[config.mk]
export PLATFORM = sky130hd
export DESIGN_NAME = gb_mem_bus_resp
export DESIGN_NICKNAME = d
export VERILOG_FILES = /design/src/rtl/gb_mem_bus_resp.sv
export SDC_FILE = /design/constraint.sdc
export NUM_CORES = 1
export LEC_CHECK = 0
export CORE_ASPECT_RATIO = 0.8
export CORE_UTILIZATION = 45
export DETAILED_ROUTE_END_ITERATION = 6
export PLACE_DENSITY = 0.95
export SYNTH_ARGS = -nofsm -noshare
export SYNTH_HDL_FRONTEND = slang
export SYNTH_SLANG_ARGS = --single-unit
[constraint.sdc]
create_clock -name clk -period 3.07 [get_ports clk]
set_input_delay 0.7675 -clock clk [delete_from_list [all_inputs] [get_ports clk]]
set_output_delay 0.7675 -clock clk [all_outputs]
set_load 0.01 [all_outputs]
[src/rtl/gb_mem_bus_resp.sv]
// gb_mem_bus_resp
//   Responder end of the CPU bus. Each M-cycle is split into four T-states
//   (T1..T4 = t_state 0..3). The request is captured at T1, memory strobes
//   are driven during T2/T3, wait states are inserted at T3 while the fabric
//   is not ready, and an access that stalls too long is force-completed with
//   a one-cycle bus_timeout pulse. Fetched opcodes are latched into the
//   instruction register together with a CB-page flag.
//
// Ports
//   clk, rst_n          clock, synchronous active-low reset
//   cpu_bus_op[2:0]     request opcode (IDLE/IF/WRITE/READ/IF_CB), sampled at T1
//   cpu_addr[15:0]      access address, sampled at T1
//   cpu_dout[7:0]       write data from the core, sampled at T1
//   cpu_din[7:0]        last read/fetched byte
//   cpu_ir[7:0]         instruction register
//   cpu_ir_cb           cpu_ir holds a CB-page opcode
//   t_state[1:0]        current T-state
//   m_done              high during T4
//   bus_timeout         one-cycle pulse when an access is force-completed
//   mem_addr[15:0]      address to fabric
//   mem_wdata[7:0]      write data to fabric
//   mem_rd, mem_wr      read / write strobes
//   mem_rdata[7:0]      read data from fabric
//   mem_ready           fabric ready, only looked at during T3 of an access
module gb_mem_bus_resp #(
  parameter logic [7:0] IR_RESET = 8'h00,
  parameter int         MAX_WAIT = 8
) (
  input  logic        clk,
  input  logic        rst_n,
  input  logic [2:0]  cpu_bus_op,
  input  logic [15:0] cpu_addr,
  input  logic [7:0]  cpu_dout,
  output logic [7:0]  cpu_din,
  output logic [7:0]  cpu_ir,
  output logic        cpu_ir_cb,
  output logic [1:0]  t_state,
  output logic        m_done,
  output logic        bus_timeout,
  output logic [15:0] mem_addr,
  output logic [7:0]  mem_wdata,
  output logic        mem_rd,
  output logic        mem_wr,
  input  logic [7:0]  mem_rdata,
  input  logic        mem_ready
);

  localparam logic [2:0] OP_IDLE  = 3'd0;
  localparam logic [2:0] OP_IF    = 3'd1;
  localparam logic [2:0] OP_WRITE = 3'd2;
  localparam logic [2:0] OP_READ  = 3'd3;
  localparam logic [2:0] OP_IF_CB = 3'd4;

  localparam int WCW = $clog2(MAX_WAIT + 1);

  logic [1:0]     t_q;
  logic [2:0]     op_q;
  logic [15:0]    addr_q;
  logic [7:0]     dout_q;
  logic [WCW-1:0] wait_cnt;

  logic is_read_op;
  logic is_access;
  logic stall;
  logic force_done;
  logic hold;
  logic complete;

  // Undefined opcodes behave exactly like IDLE.
  function automatic logic [2:0] legal_op(input logic [2:0] op);
    return (op > OP_IF_CB) ? OP_IDLE : op;
  endfunction

  // A forced completion returns an open-bus value instead of fabric data.
  function automatic logic [7:0] read_data(input logic forced, input logic [7:0] rdata);
    return forced ? 8'hFF : rdata;
  endfunction

  always_comb begin
    is_read_op = (op_q == OP_IF) || (op_q == OP_READ) || (op_q == OP_IF_CB);
    is_access  = is_read_op || (op_q == OP_WRITE);
    stall      = (t_q == 2'd2) && is_access && !mem_ready;
    force_done = stall && (wait_cnt == WCW'(MAX_WAIT));
    hold       = stall && !force_done;
    complete   = (t_q == 2'd2) && !hold;
  end

  always_ff @(posedge clk) begin
    if (!rst_n) begin
      t_q         <= 2'd0;
      op_q        <= OP_IDLE;
      addr_q      <= 16'h0000;
      dout_q      <= 8'h00;
      cpu_din     <= 8'hFF;
      cpu_ir      <= IR_RESET;
      cpu_ir_cb   <= 1'b0;
      wait_cnt    <= '0;
      bus_timeout <= 1'b0;
    end else begin
      bus_timeout <= force_done;

      if (!hold) t_q <= t_q + 2'd1;

      // Counter is only ever non-zero while parked in T3.
      if (hold) wait_cnt <= wait_cnt + 1'b1;
      else      wait_cnt <= '0;

      // T1 -> T2: capture the request
      if (t_q == 2'd0) begin
        op_q   <= legal_op(cpu_bus_op);
        addr_q <= cpu_addr;
        dout_q <= cpu_dout;
      end

      // T3 -> T4: completion, ready or forced
      if (complete && is_read_op) begin
        cpu_din <= read_data(force_done, mem_rdata);
        if (op_q != OP_READ) begin
          cpu_ir    <= read_data(force_done, mem_rdata);
          cpu_ir_cb <= (op_q == OP_IF_CB);
        end
      end
    end
  end

  assign t_state   = t_q;
  assign m_done    = (t_q == 2'd3);
  assign mem_addr  = addr_q;
  assign mem_wdata = dout_q;
  assign mem_rd    = ((t_q == 2'd1) || (t_q == 2'd2)) && is_read_op;
  assign mem_wr    = (t_q == 2'd2) && (op_q == OP_WRITE);

endmodule

==> impl_metrics.json <==
{
  "track_usage_pct": 21.15,
  "grt_max_degree": 30,
  "start_util_pct": 47.53,
  "synth.distinct_cells": 39,
  "placed_cells": 326,
  "postCtsHoldBufs": 0,
  "holdWs_ns": 0.4863,
  "setup_viol": 0,
  "setup_tns_ns": 0,
  "rsz0062_at_grt": "no",
  "synth-main-ff-cell": "dfxtp_1",
  "slew_violations": 0,
  "cts_buffers": 5,
  "rrSetupSlack_ns": 1.23,
  "die_w_um": 76.74,
  "synth_area_leaders": "dfxtp_1, mux2i_1, nor2_1, o221a_2, a2bb2oi_1",
  "wl_per_cell_um": 14.31,
  "hold_viol": 0,
  "p_leak_nw": 1.198,
  "vdd_drop_max_mv": 0.2777,
  "synth_area_um2": 2011,
  "max_cap_viol_count": 0,
  "async_reset_ff_share_pct": 0,
  "dpl.hpwl_um": 3463,
  "path_class": "register to primary output",
  "cts_max_path_buffers": 2,
  "hp-class": "register to register",
  "gp_congestion": 0.7606,
  "syn_nets": 236,
  "post_cts_buffers": 0,
  "synth_edf_count": 0,
  "grt_pass1_wl_um": 7631,
  "drt-initial-drc-count": 61,
  "viasPerCell": 5.219,
  "area_delta_synth_final_pct": 48.41,
  "core_region_area_um2": 4230,
  "synth_warnings": 0,
  "drive_above_1_share_pct": 7.609,
  "cp-start-kind": "register",
  "fin_util_pct": 70.54,
  "ctsRootBufferMaster": "clkbuf_8",
  "finalWorstSetupSlack_ns": 0.2854,
  "timing.slew.headroom_pct": 50.20,
  "cts.clk_slew.worst_paths_ns": 0.09,
  "yosysSeqAreaShare_pct": 50.78,
  "antenna_found_initial": 0,
  "layoutNonFillerInstCount": 333,
  "tritoncts": "built",
  "clk_latency_ns": 0.30,
  "die_h_um": 61.79,
  "dpl_worst_slack_ns": 0.6208,
  "finalPower_mw": 1.375,
  "ys_ff_latch": 51,
  "clock_sinks": 51,
  "num_rows": 21,
  "cp_data_arrival_time_ns": 2.02,
  "grt_overflow": 0,
  "status": "finished, final reports clean",
  "num_antenna_cells": 0,
  "synth_top_area_share_pct": 50.78,
  "period_needed_ns": 2.785,
  "postPlaceCellArea_um2": 2902,
  "cts-htree-levels": 2,
  "fmax_mhz": 359.1,
  "io_pins": 85,
  "postLayoutCellArea_um2": 2984,
  "cts-resized-gates": 0,
  "grt_pass1_vias": 1596,
  "die_area_um2": 4741,
  "drc_errors": 0,
  "synth_area_per_cell_um2": 10.42,
  "synthCells": 193,
  "power.density_nw_per_um2": 460.8,
  "path_max_fanout": 10,
  "firstDrtPassIters": 4,
  "worstMarginPinSlew_ns": 0.7470,
  "nNetsFinal": 319,
  "synth_largest_area_cell": "dfxtp_1",
  "drt_wl_total_um": 4766,
  "portBuffers": 84,
  "cp-end-kind": "primary output",
  "vias": 1738,
  "clock_skew_ns": 0.01161,
  "fin_crit_sh_pct": 90.70,
  "worstPathRequired_ns": 2.30,
  "postRouteAntennaNets": 0
}
cell families after synthesis:
| group | share of synthesized area (%) |
|---|---|
| AO/OA/AOI/OAI | 13.94 |
| XOR/XNOR | 1.307 |
| adder cells (fa/ha/maj) | 3.111 |
| buffers and inverters | 3.858 |
| flip-flops | 50.78 |
| multiplexers | 13.44 |
| AND/OR/NAND/NOR | 13.57 |
layout by cell type, fill, tap and decap left out, drive strengths merged, types with 2 or more instances in the layout:
| master | netlist | routed |
|---|---|---|
| inv | 8 | 8 |
| a21oi | 2 | 2 |
| nor3b | 2 | 2 |
| nand3 | 2 | 2 |
| mux2i | 27 | 27 |
| a2bb2oi | 8 | 8 |
| nor2 | 37 | 37 |
| ha | 5 | 5 |
| buf | 3 | 3 |
| dfxtp | 51 | 51 |
| nand2 | 7 | 7 |
| o221a | 8 | 8 |
| clkdlybuf4s50 | 0 | 84 |
| clkbuf | 8 | 5 |
| clkinv | 1 | 3 |
| xor2 | 2 | 2 |
power breakdown:
part / total [mW] / internal, mW / switching (mW)
Sequential: 0.724 / 0.699 / 0.0243
Clock: 0.366 / 0.156 / 0.210
Combinational: 0.285 / 0.164 / 0.121
registers in the layout, indices dropped and copies added (netlist names):
name,cells
bus_timeout,1
cpu_ir,8
mem_addr,16
mem_wdata,8
cpu_din,8
t_state,2
wait_cnt,4
cpu_ir_cb,1
op_q,3
worst paths after layout:
check        cells past startpoint                 endpoint                     from
max                              5                   mem_wr  t_state[0]$_SDFFE_PN0N_
min                              1   wait_cnt[0]$_SDFF_PN0_   wait_cnt[0]$_SDFF_PN0_
max reg2reg                      5  cpu_din[2]$_SDFFE_PN1P_   wait_cnt[0]$_SDFF_PN0_
min reg2reg                      1   wait_cnt[0]$_SDFF_PN0_   wait_cnt[0]$_SDFF_PN0_
critical path, cell delays in order, from the launching register on:
cell and delay, ns:
dfxtp_1 0.34, inv_1 0.11, ha_1 0.37, inv_1 0.14
nor4_1 0.18, clkdlybuf4s50_1 0.57
cells in the mapped netlist (2+ instances only):
| master | number |
|---|---|
| xor2_1 | 2 |
| buf_2 | 2 |
| nand2_1 | 7 |
| dfxtp_1 | 51 |
| inv_1 | 8 |
| ha_1 | 5 |
| a21oi_1 | 2 |
| o221a_2 | 8 |
| mux2i_1 | 27 |
| nand3_1 | 2 |
| clkbuf_1 | 8 |
| a2bb2oi_1 | 8 |
| nor2_1 | 37 |
layout make-up:
type / count / area [um2]
Fill cell: 321 / 1246
Sequential cell: 51 / 1021
Multi-Input combinational cell: 122 / 912.1
Timing Repair Buffer: 87 / 863.3
Tap cell: 57 / 71.32
Clock buffer: 5 / 68.82
Inverter: 9 / 33.78
Clock inverter: 2 / 13.76
per-layer routing:
| layer | share of wire, % | track usage [%] | routed length [um] |
|---|---|---|---|
| met5 | 0 | 0 | 0 |
| met4 | 0.97 | 10.71 | 46 |
| met3 | 8.8 | 6.423 | 420 |
| met2 | 45 | 35.20 | 2131 |
| met1 | 45 | 25.65 | 2167 |
Power figures use the tool's default switching activity.
